--- src/rtl/nl2_cln_vchan_snd_arb_if.sv ---
// Purpose: bundles the virtual-channel inputs and the physical-channel output of the sender arbiter.
// Latency: none; wires only.
// Backpressure: per-channel valid/ready on the sources, valid/accept toward the physical channel.
interface nl2_cln_vchan_snd_arb_if #(
    parameter int DATA_WIDTH = 64,
    parameter int NCHAN      = 4,
    parameter int CRDSZ      = 4
);
    localparam int VCHAN_ID_SZ = (NCHAN < 2) ? 1 : $clog2(NCHAN);

    logic [NCHAN-1:0]            vc_valid;
    logic [NCHAN*DATA_WIDTH-1:0] vc_data;
    logic [NCHAN-1:0]            vc_ready;
    logic [NCHAN*CRDSZ-1:0]      credit;
    logic [DATA_WIDTH-1:0]       payload;
    logic [VCHAN_ID_SZ-1:0]      chan_id;
    logic                        valid;
    logic                        accept;

    // master: the arbiter itself, driving ready toward sources and cells toward the channel
    modport master (
        input  vc_valid, vc_data, credit, accept,
        output vc_ready, payload, chan_id, valid
    );

    // slave: the surrounding sources, credit return path and physical channel sink
    modport slave (
        output vc_valid, vc_data, credit, accept,
        input  vc_ready, payload, chan_id, valid
    );
endinterface

--- src/rtl/nl2_cln_vchan_snd_arb.sv ---
// Purpose: round-robin mux of NCHAN credit-gated virtual channels onto one physical sender port.
// Latency: 1 cycle from grant to valid; 1 cell/cycle sustained while accept stays high.
// Backpressure: output register holds while valid & ~accept; a channel stalls when its credit is spent.
module nl2_cln_vchan_snd_arb #(
    parameter int DATA_WIDTH = 64,
    parameter int NCHAN      = 4,
    parameter int CRDSZ      = 4
) (
    input  logic                    clk,
    input  logic                    rst_a,
    nl2_cln_vchan_snd_arb_if.master bus
);
    localparam int VCHAN_ID_SZ = (NCHAN < 2) ? 1 : $clog2(NCHAN);

    typedef logic [VCHAN_ID_SZ-1:0] id_t;
    typedef logic [CRDSZ-1:0]       cnt_t;

    cnt_t                  sent_cnt [NCHAN];
    cnt_t                  avail    [NCHAN];
    logic [NCHAN-1:0]      elig;
    logic [NCHAN-1:0]      dry;
    logic [NCHAN-1:0]      grant;
    logic                  any_grant;
    logic                  load;
    id_t                   last_grant;
    id_t                   gnt_id;
    logic [DATA_WIDTH-1:0] gnt_dat;

    logic                  out_vld;
    logic [DATA_WIDTH-1:0] out_dat;
    id_t                   out_id;

    // Credits left per channel: modular difference of the two cumulative counters, wrap-safe
    always_comb begin
        for (int c = 0; c < NCHAN; c++) begin
            avail[c] = bus.credit[c*CRDSZ +: CRDSZ] - sent_cnt[c];
            dry[c]   = (avail[c] == '0);
            elig[c]  = bus.vc_valid[c] & ~dry[c];
        end
    end

    // Output slot is free, or the cell in it leaves this cycle
    assign load = ~out_vld | bus.accept;

    // Round-robin pick: first eligible channel scanning upward from last_grant+1 with wrap
    always_comb begin
        int idx;
        idx       = 0;
        grant     = '0;
        any_grant = 1'b0;
        gnt_id    = '0;
        gnt_dat   = '0;
        for (int i = 1; i <= NCHAN; i++) begin
            idx = int'(last_grant) + i;
            if (idx >= NCHAN) idx = idx - NCHAN;
            if (!any_grant && elig[idx]) begin
                any_grant  = 1'b1;
                grant[idx] = 1'b1;
                gnt_id     = id_t'(idx);
                gnt_dat    = bus.vc_data[idx*DATA_WIDTH +: DATA_WIDTH];
            end
        end
    end

    assign bus.vc_ready = load ? grant : '0;
    assign bus.valid    = out_vld;
    assign bus.payload  = out_dat;
    assign bus.chan_id  = out_id;

    // Output register and priority pointer; payload/id keep their last value when the slot empties
    always_ff @(posedge clk or posedge rst_a) begin
        if (rst_a) begin
            out_vld    <= 1'b0;
            out_dat    <= '0;
            out_id     <= '0;
            last_grant <= id_t'(NCHAN - 1);
        end else if (load) begin
            if (any_grant) begin
                out_vld    <= 1'b1;
                out_dat    <= gnt_dat;
                out_id     <= gnt_id;
                last_grant <= gnt_id;
            end else begin
                out_vld    <= 1'b0;
            end
        end
    end

    // Cells handed to the physical channel, per virtual channel, counted modulo 2^CRDSZ
    always_ff @(posedge clk or posedge rst_a) begin
        if (rst_a) begin
            for (int c = 0; c < NCHAN; c++) sent_cnt[c] <= '0;
        end else begin
            for (int c = 0; c < NCHAN; c++) begin
                if (load && grant[c]) sent_cnt[c] <= sent_cnt[c] + cnt_t'(1);
            end
        end
    end

    // At most one source is served per cycle
    a_ready_onehot0: assert property (@(posedge clk) disable iff (rst_a)
        $onehot0(bus.vc_ready));

    // A stalled cell stays put until the channel takes it
    a_hold_stable: assert property (@(posedge clk) disable iff (rst_a)
        (out_vld && !bus.accept) |=> (out_vld && $stable(out_dat) && $stable(out_id)));

    // A channel with no credit is never served, so avail cannot underflow to all-ones
    a_no_underflow: assert property (@(posedge clk) disable iff (rst_a)
        ((bus.vc_ready & dry) == '0));
endmodule

--- src/flat_wrapper.sv ---
// flat-port wrapper written by rule: the top's interface ports become plain ports
module nl2_cln_vchan_snd_arb_flat 
#(
    parameter int DATA_WIDTH = 64,
    parameter int NCHAN      = 4,
    parameter int CRDSZ      = 4
)
  (clk, rst_a, bus_vc_valid, bus_vc_data, bus_credit, bus_accept, bus_vc_ready, bus_payload, bus_chan_id, bus_valid);
  nl2_cln_vchan_snd_arb_if #(.DATA_WIDTH(DATA_WIDTH), .NCHAN(NCHAN), .CRDSZ(CRDSZ)) bus_i ();
  input  logic clk;
  input  logic rst_a;
  input wire logic [$bits(bus_i.vc_valid)-1:0] bus_vc_valid;
  input wire logic [$bits(bus_i.vc_data)-1:0] bus_vc_data;
  input wire logic [$bits(bus_i.credit)-1:0] bus_credit;
  input wire logic [$bits(bus_i.accept)-1:0] bus_accept;
  output wire logic [$bits(bus_i.vc_ready)-1:0] bus_vc_ready;
  output wire logic [$bits(bus_i.payload)-1:0] bus_payload;
  output wire logic [$bits(bus_i.chan_id)-1:0] bus_chan_id;
  output wire logic [$bits(bus_i.valid)-1:0] bus_valid;
  assign bus_i.vc_valid = bus_vc_valid;
  assign bus_i.vc_data = bus_vc_data;
  assign bus_i.credit = bus_credit;
  assign bus_i.accept = bus_accept;
  assign bus_vc_ready = bus_i.vc_ready;
  assign bus_payload = bus_i.payload;
  assign bus_chan_id = bus_i.chan_id;
  assign bus_valid = bus_i.valid;
  nl2_cln_vchan_snd_arb #(.DATA_WIDTH(DATA_WIDTH), .NCHAN(NCHAN), .CRDSZ(CRDSZ)) u_core (.clk(clk), .rst_a(rst_a), .bus(bus_i));
endmodule
--- config.mk ---
export PLATFORM = sky130hd
export DESIGN_NAME = nl2_cln_vchan_snd_arb_flat
export DESIGN_NICKNAME = d
export VERILOG_FILES = /design/src/rtl/nl2_cln_vchan_snd_arb_if.sv /design/src/rtl/nl2_cln_vchan_snd_arb.sv /design/src/flat_wrapper.sv
export SDC_FILE = /design/constraint.sdc
export NUM_CORES = 1
export LEC_CHECK = 0
export CORE_MARGIN = 5
export CORE_UTILIZATION = 40
export CTS_BUF_LIST = sky130_fd_sc_hd__clkbuf_16
export CTS_CLUSTER_SIZE = 25
export DETAILED_ROUTE_END_ITERATION = 7
export PLACE_DENSITY_LB_ADDON = 0.3
export SYNTH_ARGS = -nofsm -noshare
export SYNTH_HDL_FRONTEND = slang
export SYNTH_SLANG_ARGS = --single-unit
--- constraint.sdc ---
create_clock -name clk -period 4.7 [get_ports clk]
set_input_delay 0.94 -clock clk [delete_from_list [all_inputs] [get_ports clk]]
set_output_delay 0.94 -clock clk [all_outputs]
set_load 0.02 [all_outputs]
Word-level counts from Yosys, hierarchy flattened
Cells that the tools add are included.
{"block": "totals", "ff_bits": 85, "inputBits": 279, "output_inout_bits": 71, "elab_cells": 114}
{"block": "op_classes", "addsub": 16, "n_lt_le_gt_ge": 12, "n_shift": 4, "n_mux": 42, "bitwise": 13, "reduce_logical": 19}
{"op": "indexed part select 256 x 32 -> 64 bit", "n": 4}
{"op": "two-way mux 64 bit", "n": 4}
{"op": "greater-or-equal comparator 32 x 1 -> 1 bit (second input constant)", "n": 4}
{"op": "greater-or-equal comparator 32 x 4 -> 1 bit (second input constant)", "n": 4}
{"op": "less-than comparator 32 x 4 -> 1 bit (second input constant)", "n": 4}
{"op": "two-way mux 32 bit", "n": 4}
{"op": "subtractor 32 x 4 -> 32 bit (second input constant)", "n": 4}
{"op": "two-way mux 4 bit", "n": 5}
{"op": "two-way mux 1 bit", "n": 17}
{"op": "adder 4 x 1 -> 4 bit (second input constant)", "n": 4}
{"op": "logical NOT 4 bit", "n": 4}
{"op": "subtractor 4 bit", "n": 4}
{"op": "bitwise OR 4 bit", "n": 3}
{"op": "logical AND 1 bit", "n": 11}
{"op": "binary-select mux 1 bit (select 2 bit)", "n": 4}
{"op": "demux 1 bit (select 2 bit)", "n": 4}
{"op": "two-way mux 2 bit", "n": 4}
{"op": "adder 2 x 2 -> 3 bit (second input constant)", "n": 2}
{"op": "NOT 1 bit", "n": 5}
{"op": "adder 2 x 3 -> 4 bit (second input constant)", "n": 1}
{"op": "bitwise AND 1 bit", "n": 4}
{"op": "adder 2 x 1 -> 3 bit (second input constant)", "n": 1}
{"op": "logical NOT 1 bit", "n": 3}
{"op": "AND reduction 2 bit", "n": 1}
{"op": "bitwise OR 1 bit", "n": 1}

Depth between registers and ports, before layout
Gate-level depths: netlist of the first run.
{"block": "depth", "depth_word": 18, "depth_mapped": 15, "ltp_nobuf": 11}

Least setup slack after synthesis of the first run
No wires, ideal clock.
{"block": "synth_timing", "kind": "register to output", "from": "reg u_core.last_grant[1]", "to": "out bus_vc_ready[2]", "arrival_time_ns": 3.317, "t_required_ns": 3.760, "setup_slack_ns": 0.443, "stages_incl_launch_ff": 14, "n_path_buf": 4, "cell_sequence": "dfstp_2 inv_1 clkbuf_1 clkbuf_1 clkbuf_1 ha_1 and2_1 a21boi_0 nor4_4 buf_2 a21oi_1 o21a_1 o32a_1 inv_1"}
{"block": "synth_via", "elab_chain_cells": 17, "word_cells_on_any_way": 65, "cone_classes": "add/sub (8); order compare (12); mux (32); bitwise (3); reduce/logical (10)"}
{"item": "from (decl)", "line_no": "nl2_cln_vchan_snd_arb.sv:25", "rtl": "id_t last_grant;"}
{"item": "from (signal assigned)", "line_no": "nl2_cln_vchan_snd_arb.sv:76", "rtl": "last_grant <= id_t'(NCHAN - 1);"}
{"item": "from (signal assigned)", "line_no": "nl2_cln_vchan_snd_arb.sv:82", "rtl": "last_grant <= gnt_id;"}
{"item": "parallel branches: the longest is 15 deep, another holds subtractor 32 x 4 -> 32 bit"}
{"item": "two-way mux 4 bit *", "line_no": "nl2_cln_vchan_snd_arb.sv:56", "rtl": "if (!any_grant && elig[idx]) begin"}
{"item": "two-way mux 4 bit *", "line_no": "nl2_cln_vchan_snd_arb.sv:65", "rtl": "assign bus.vc_ready = load ? grant : '0;"}
{"item": "to (decl)", "line_no": "flat_wrapper.sv:16", "rtl": "output wire logic [$bits(bus_i.vc_ready)-1:0] bus_vc_ready;"}
Every way passes the cells marked *. The select of a mux whose other input is x is not followed.

Worst setup path in the final report of the first run
{"block": "layout_timing", "from": "in bus_credit[5]", "to": "out bus_vc_ready[0]"}
{"block": "layout_via", "elab_chain_cells": 18, "word_cells_on_any_way": 33, "cone_classes": "add/sub (1); mux (20); bitwise (5); reduce/logical (7)"}
{"item": "from (decl)", "line_no": "flat_wrapper.sv:14", "rtl": "input wire logic [$bits(bus_i.credit)-1:0] bus_credit;"}
{"item": "subtractor 4 bit *", "line_no": "nl2_cln_vchan_snd_arb.sv:36", "rtl": "avail[c] = bus.credit[c*CRDSZ +: CRDSZ] - sent_cnt[c];"}
{"item": "logical NOT 4 bit *", "line_no": "nl2_cln_vchan_snd_arb.sv:37", "rtl": "dry[c] = (avail[c] == '0);"}
{"item": "NOT 1 bit *", "line_no": "nl2_cln_vchan_snd_arb.sv:38", "rtl": "elig[c] = bus.vc_valid[c] & ~dry[c];"}
{"item": "bitwise AND 1 bit *", "line_no": "nl2_cln_vchan_snd_arb.sv:38"}
{"item": "binary-select mux 1 bit (select 2 bit)", "line_no": "nl2_cln_vchan_snd_arb.sv:56"}
{"item": "two-way mux 1 bit (implied by the code) (2 in a row)", "line_no": "nl2_cln_vchan_snd_arb.sv:56"}
{"item": "two-way mux 1 bit", "line_no": "nl2_cln_vchan_snd_arb.sv:56"}
{"item": "logical NOT 1 bit", "line_no": "nl2_cln_vchan_snd_arb.sv:56"}
{"item": "logical AND 1 bit", "line_no": "nl2_cln_vchan_snd_arb.sv:56"}
{"item": "two-way mux 1 bit", "line_no": "nl2_cln_vchan_snd_arb.sv:56"}
{"item": "logical NOT 1 bit", "line_no": "nl2_cln_vchan_snd_arb.sv:56"}
{"item": "logical AND 1 bit", "line_no": "nl2_cln_vchan_snd_arb.sv:56"}
{"item": "two-way mux 1 bit", "line_no": "nl2_cln_vchan_snd_arb.sv:56"}
{"item": "logical NOT 1 bit", "line_no": "nl2_cln_vchan_snd_arb.sv:56"}
{"item": "logical AND 1 bit", "line_no": "nl2_cln_vchan_snd_arb.sv:56"}
{"item": "two-way mux 4 bit *", "line_no": "nl2_cln_vchan_snd_arb.sv:56"}
{"item": "two-way mux 4 bit *", "line_no": "nl2_cln_vchan_snd_arb.sv:65"}
Mark *: on every way between the ends. The rest lies on a longest branch, timed or not. The select of a mux whose other input is x is not followed.

==> flow_summary_export.csv, run 1 <==
group,metric,value,unit
final_layout,synthToLayoutAreaGrowth,42.3,%
logic_synthesis,synth_top_family_by_area,"multiplexers",
floorplanning,core,27900,sq um
logic_synthesis,async_flop_share,100,%
worst_setup_path,cp_top_family,"buffers and inverters",
logic_synthesis,synthFlopType,"dfrtp_1",
detailed_routing,remaining_drc_errors,0,
logic_synthesis,synth_xor_area_share,1.55,%
final_layout,multi_input_area,8740,sq um
detailed_routing,wirelength,39900,microns
sta,finalSetupViolCount,0,
detailed_routing,drt_iter0_markers,680,
sta,min_period,4660,ps
pwr,seqPwrFrac,11.7,%
detailed_routing,dr.pass1.iters,5,
logic_synthesis,ys_seq_elements,85,
logic_synthesis,synth_compound_gate_area_share,22.3,%
worst_setup_path,crit_fanout,5,
clock_network,clkLatencyLatePin,350,ps
sta,worst_pin_slew,1110,ps
floorplanning,ios,350,
worst_setup_path,timing.rr.end,"u_core.bus.payload[53]$_DFFE_PP0P_",
pwr,switching_share,47.6,%
clock_network,htreeDepth,3,
pwr,clkPwrFrac,6.2,%
final_layout,final_util,57.8,%
detailed_routing,met2_length,19900,microns
final_layout,drive_gt1_share,26.5,%
worst_setup_path,r2r_setup_slack,770,ps
pwr,p_int,6.67,mW
global_routing,grt_pass1_vias,11500,
detailed_routing,avgRoutedWirePerCell,21.4,microns
global_routing,grt_overflow_total,0,
worst_setup_path,crit_path_end_kind,"primary output",
floorplanning,die_area,31800,sq um
logic_synthesis,syn_nets,1473,
sta,slew_headroom,26.2,%
sta,fin_tns_setup,0,ps
logic_synthesis,syn_inst,1170,
placement,port_buffers,349,
min_path,min_from,"u_core.sent_cnt[7]$_DFFE_PP0P_",
pwr,ir_drop,0.000514,V
sta,slew_viol_final,0,
detailed_routing,highest-signal-layer,"met4",
clock_network,cts_made_buffers,9,
logic_synthesis,syn_avg_cell_area,9.67,sq um
logic_synthesis,synthAdderAreaFrac,2.65,%
global_routing,grt_use_total,23.9,%
floorplanning,fp-row-count,61,
logic_synthesis,synth.area.mux_share,38.4,%
floorplanning,start_util,40.6,%
placement,place.gp.congestion,0.831,
pwr,p_comb_share,82.1,%
detailed_routing,ant_nets,0,
clock_network,path_clk_slew,60,ps
logic_synthesis,synth.distinct_cells,53,
outcome,status,"finished clean",
clock_network,postCtsHoldBufs,0,
sta,skew,12.8,ps
worst_setup_path,max_stage_delay,450,ps
sta,final_hold_viol_count,0,
worst_setup_path,start_kind,"input port",
logic_synthesis,synth_area,11300,sq um
worst_setup_path,crit_chain,"clkdlybuf4s50_1 > ha_4 > nand3b_1 > and3_1 > o2111ai_2 > buf_6 > a211oi_4 > nor4_4 > buf_4 > nor4_4 > buf_4 > a32o_2 > buf_4",
logic_synthesis,seq_area_frac_synth,18.8,%
sta,post-route-period-util,99.2,%
final_layout,fillers,2419,
worst_setup_path,rr_worst_depth,9,
pwr,leakagePower,5.98,nW
floorplanning,die_h,178,microns
logic_synthesis,synth_edf_count,0,
min_path,hold_depth,1,
min_path,hp-class,"reg2reg",
clock_network,cts_tree,"built",
global_routing,grt_max_degree,150,
global_routing,grt_pass1_wl,61100,microns
sta,rsz0062_at_grt,"yes",
detailed_routing,wl_met3,3310,microns
floorplanning,die-width,178,microns
final_layout,fin_nets,1782,
clock_network,cts_buffer_depth,2,
logic_synthesis,synthSimpleGateAreaFrac,9.42,%
final_layout,register_area,2140,sq um
pwr,p_sw,6.06,mW
worst_setup_path,worst_ep_required_time,3760,ps
clock_network,cts.sinks,85,
worst_setup_path,crit_path_top_delay_cell,"clkdlybuf4s50_1",
worst_setup_path,critical_path_class,"in2out",
worst_setup_path,worstPathArrival,3720,ps
detailed_routing,vias,11400,
logic_synthesis,synth.yosys.warnings,0,
pwr,cellPowerDensity,791,nW/um^2
worst_setup_path,crit_path_frequent_cell,"buf_4",
sta,max_freq,214,MHz
placement,dp.final_hpwl,27700,microns
detailed_routing,vias_per_cell,6.10,
worst_setup_path,crit_buf_inv,5,
final_layout,antennaDiodeCount,0,
clock_network,root_buffer,"clkbuf_16",
min_path,holdPathEnd,"u_core.sent_cnt[7]$_DFFE_PP0P_",
worst_setup_path,rr_startpoint,"u_core.last_grant[1]$_DFFE_PP1P_",
global_routing,grt_antenna_before_repair,0,
run,maxCapViolCount,0,
detailed_routing,m1WireLength,16000,microns
Yosys cell counts, types with 12 or more instances:
cell	number	area, sq um
o22ai_1	64	400
dfrtp_1	83	2080
nand2_1	17	63.8
nor2_1	80	300
a31oi_1	64	400
xnor2_1	12	105
o211ai_1	67	503
a21oi_1	77	385
nand2b_1	70	438
mux2_2	128	1440
mux4_2	128	2880
ha_1	24	300
buf_2	16	80.1
a22oi_1	64	480
inv_1	87	327
clkbuf_1	88	330
how the worst max path moves through the flow:
stage	depth (start not counted)	from	end	slack (ps)
after detailed placement	14	bus_credit[8]	bus_vc_ready[2]	-580
final	13	bus_credit[5]	bus_vc_ready[0]	40
after CTS	16	bus_credit[12]	bus_vc_ready[2]	-20
after global routing	13	bus_credit[10]	bus_vc_ready[2]	-150
after global placement	14	bus_credit[8]	bus_vc_ready[2]	-560
after floorplan	13	u_core.last_grant[1]$_DFFE_PP1P_	bus_vc_ready[2]	440
final cells by class:
class	instances	area share, %
Multi-Input combinational cell	883	54.3
Clock buffer	9	1.40
Inverter	87	2.06
Tap cell	378	2.94
Timing Repair Buffer	413	25.5
Clock inverter	7	0.505
Sequential cell	85	13.3
registers in the layout, indices dropped and copies added (netlist names):
name and cells:
u_core.bus.valid 1, u_core.bus.chan_id 2, u_core.last_grant 2, u_core.sent_cnt 16, u_core.bus.payload 64
timing repair:
item | CTS | global route
setup buffers | 2 | 10
setup endpoints to repair | 4 | 4
gates cloned | 0 | 0
pin swaps | 5 | 27
resized for setup | 26 | 51
per-layer routing:
metal	vias up	GRT usage [%]
met5	-	0
met4	0	5.66
met3	46	5.60
met2	500	41.3
met1	5583	30.5
li1	5230	-
worst register-to-register path, cell delays in order, from the launching register on:
cell and delay, ps:
dfstp_4 770, inv_4 160, ha_4 380, buf_4 640
buf_4 940, mux4_2 510, inv_1 70, o22ai_1 70
a21oi_1 170, a31oi_1 100
power by group through the flow:
stage               registers (mW)  clock network, mW  logic, mW
floorplan                     1.76                  0       6.69
global placement              1.48                  0       9.83
detailed placement            1.49                  0       10.0
CTS                           1.49              0.810       10.1
global route                  1.54              0.836       11.3
finish                        1.49              0.785       10.5
metrics by stage:
step           hold WS [ps]  instances  power [mW]  worst slack [ps]  area, sq um
2_1_floorplan           461       1170        8.45               443        11300
3_3_place_gp            481       1835        11.3              -556        15400
3_5_place_dp            482       1835        11.5              -577        15400
4_1_cts                 492       1853        12.4             -15.0        15800
5_1_grt                 518       1862        13.7              -151        16100
6_report                485       1862        12.7              37.5        16100
cell families after synthesis:
kind of cell	after synthesis
adder cells (fa/ha/maj)	24
flip-flops	85
multiplexers	258
buffers and inverters	202
XOR/XNOR	20
AO/OA/AOI/OAI	376
AND/OR/NAND/NOR	205
layout by cell type, fill, tap and decap left out, drive strengths merged, types with 4 or more instances in the layout:
cell and n:
dfrtp 83, mux4 128, clkbuf 9, o21ai 11, nand4 5, ha 24
nand3b 4, nor2 80, nor3 5, dlymetal6s2s 5, clkdlybuf4s50 340, a21oi 77
and3 5, nand2 17, nand2b 70, a31oi 64, xor2 8, xnor2 12
a32o 5, buf 68, clkinv 4, nand3 7, o22ai 64, o211ai 67
inv 88, a22oi 64, mux2 129
No activity file was read; power rests on OpenSTA's default activity.
==> run 2: changes to the inputs <==
--- a/config.mk
+++ b/config.mk
@@ -5,6 +5,7 @@
 export SDC_FILE = /design/constraint.sdc
 export NUM_CORES = 1
 export LEC_CHECK = 0
+export CAP_MARGIN = 10
 export CORE_MARGIN = 5
 export CORE_UTILIZATION = 40
 export CTS_BUF_LIST = sky130_fd_sc_hd__clkbuf_16
==> results of run 2 <==
Final layout, timing and power as in run 1 (identical DEF).
==> run 3: changes to the inputs <==
--- a/config.mk
+++ b/config.mk
@@ -12,6 +12,7 @@
 export CTS_CLUSTER_SIZE = 25
 export DETAILED_ROUTE_END_ITERATION = 7
 export PLACE_DENSITY_LB_ADDON = 0.3
+export SLEW_MARGIN = 20
 export SYNTH_ARGS = -nofsm -noshare
 export SYNTH_HDL_FRONTEND = slang
 export SYNTH_SLANG_ARGS = --single-unit
==> run 3 against run 2 <==
Effect of this change: sequential share of layout area hardly changed; largest power group unchanged; flip-flop and latch count is the same; largest cell class unchanged; power about the same; first-iteration DRC count unchanged.
==> flow_summary_export.csv, run 3 (same netlist as run 1, synthesis figures left out) <==
group,metric,value,unit
detailed_routing,avgRoutedWirePerCell,21.4,microns
floorplanning,ios,350,
clock_network,path_clk_slew,60,ps
global_routing,grt_pass1_vias,11500,
final_layout,synthToLayoutAreaGrowth,42.3,%
final_layout,drive_gt1_share,26.5,%
floorplanning,fp-row-count,61,
sta,final_hold_viol_count,0,
sta,min_period,4660,ps
min_path,hold_depth,1,
sta,slew_viol_final,0,
final_layout,fin_area,16100,sq um
worst_setup_path,max_stage_delay,450,ps
global_routing,grt_antenna_before_repair,0,
pwr,ir_drop,0.000501,V
detailed_routing,vias_per_cell,6.10,
global_routing,grt_max_degree,150,
pwr,cellPowerDensity,791,nW/um^2
placement,dp.final_hpwl,27700,microns
clock_network,cts_tree,"built",
worst_setup_path,cp_top_family,"buffers and inverters",
clock_network,clkLatencyLatePin,350,ps
final_layout,largest_reg_flops,64,
clock_network,cts.sinks,85,
floorplanning,die_h,178,microns
worst_setup_path,worst_ep_required_time,3760,ps
worst_setup_path,crit_chain,"clkdlybuf4s50_1 > ha_4 > nand3b_1 > and3_1 > o2111ai_2 > buf_6 > a211oi_4 > nor4_4 > buf_4 > nor4_4 > buf_4 > a32o_2 > buf_4",
detailed_routing,remaining_drc_errors,0,
worst_setup_path,start_kind,"input port",
placement,place_area,15400,sq um
detailed_routing,dr.pass1.iters,5,
sta,max_freq,214,MHz
worst_setup_path,crit_buf_inv,5,
detailed_routing,vias,11400,
clock_network,cts_made_buffers,9,
detailed_routing,ant_nets,0,
final_layout,mostFrequentLayoutCells,"clkdlybuf4s50_1 (340), mux2_2 (128), mux4_2 (128), inv_1 (86), dfrtp_1 (83)",
min_path,hp-class,"reg2reg",
worst_setup_path,worstSetupPathDepth,13,
worst_setup_path,worstPathArrival,3720,ps
floorplanning,die_area,31800,sq um
detailed_routing,wirelength,39900,microns
sta,slew_headroom,27.6,%
worst_setup_path,crit_path_frequent_cell,"buf_4",
final_layout,fin_nets,1782,
worst_setup_path,crit_fanout,5,
placement,port_buffers,349,
sta,whs,485,ps
global_routing,grt_overflow_total,0,
sta,skew,12.9,ps
worst_setup_path,rr_worst_depth,9,
clock_network,cts_buffer_depth,2,
worst_setup_path,critical_path_class,"in2out",
sta,finalSetupViolCount,0,
clock_network,root_buffer,"clkbuf_16",
final_layout,antennaDiodeCount,0,
sta,post-route-period-util,99.2,%
final_layout,mostFrequentLayoutCell,"clkdlybuf4s50_1",
global_routing,grt_pass1_wl,61100,microns
pwr,leakagePower,5.98,nW
floorplanning,core,27900,sq um
global_routing,grt_use_total,23.9,%
sta,rsz0062_at_grt,"yes",
worst_setup_path,crit_path_top_delay_cell,"clkdlybuf4s50_1",
sta,worst_pin_slew,1090,ps
run,maxCapViolCount,0,
clock_network,htreeDepth,3,
worst_setup_path,crit_path_end_kind,"primary output",
outcome,status,"finished clean",
placement,place.gp.congestion,0.831,
floorplanning,start_util,40.6,%
detailed_routing,drt_iter0_markers,680,
floorplanning,die-width,178,microns
-- run 3: cell counts in the layout (fill, tap and decap cells not counted) --
No cell type changed its count.
-- run 3: worst paths after layout --
check                                            startpoint                                  to  slack, ps
max                                           bus_credit[5]                     bus_vc_ready[0]         40
min                          u_core.sent_cnt[7]$_DFFE_PP0P_      u_core.sent_cnt[7]$_DFFE_PP0P_        490
max in group asynchronous                             rst_a      u_core.sent_cnt[2]$_DFFE_PP0P_       2640
min in group asynchronous                             rst_a  u_core.bus.payload[36]$_DFFE_PP0P_       1180
max reg2reg                u_core.last_grant[1]$_DFFE_PP1P_  u_core.bus.payload[53]$_DFFE_PP0P_        770
min reg2reg                  u_core.sent_cnt[7]$_DFFE_PP0P_      u_core.sent_cnt[7]$_DFFE_PP0P_        490
-- run 3: layer usage --
metal / up-vias / part of all wire (%) / track usage (%)
met5: - / 0 / 0
met3: 46 / 8.3 / 5.60
met2: 502 / 50 / 41.3
li1: 5230 / - / -
met1: 5583 / 40 / 30.5
met4: 0 / 1.8 / 5.66
-- run 3: area by class of cell --
| class | instances | area, sq um |
|---|---|---|
| fillers | 2418 | 11700 |
| multi-input cells | 883 | 8740 |
| repair buffers | 413 | 4120 |
| flip-flops and latches | 85 | 2140 |
| well taps | 378 | 473 |
| inverters | 87 | 332 |
| clock buffers | 9 | 225 |
| clock inverters | 7 | 81.3 |
-- run 3: worst register-to-register path, delay by kind of cell (launching register included) --
family          cells  cell delay [ps]
compound gates      3              340
fa+ha+maj           1              380
mux                 1              510
buf+inv             4             1810
flops               1              770
-- run 3: what timing repair did --
action,4_1_cts,5_1_grt
hold buffers,0,0
resized for setup,26,51
pin swaps,5,27
buffers inserted,2,10
endpoints found under the setup margin,4,4
-- run 3: where the power goes --
part           total, mW  leakage, nW  switching (mW)  internal [mW]
sequential          1.49        0.989           0.317           1.18
combinational       10.5         4.83            5.42           5.04
clock              0.785        0.155           0.325          0.460
total               12.7         5.98            6.07           6.67
-- run 3: through the flow --
step | power [mW] | TNS [ps] | utilization [%] | worst slack [ps] | cells
floorplan | 8.45 | 0 | - | 443 | 1170
global placement | 11.3 | -2110 | 55.3 | -556 | 1835
detailed placement | 11.5 | -2180 | 55.3 | -577 | 1835
CTS | 12.4 | -15.7 | 56.6 | -15.0 | 1853
global route | 13.7 | -411 | 57.8 | -151 | 1862
finish | 12.7 | 0 | 57.8 | 37.5 | 1862
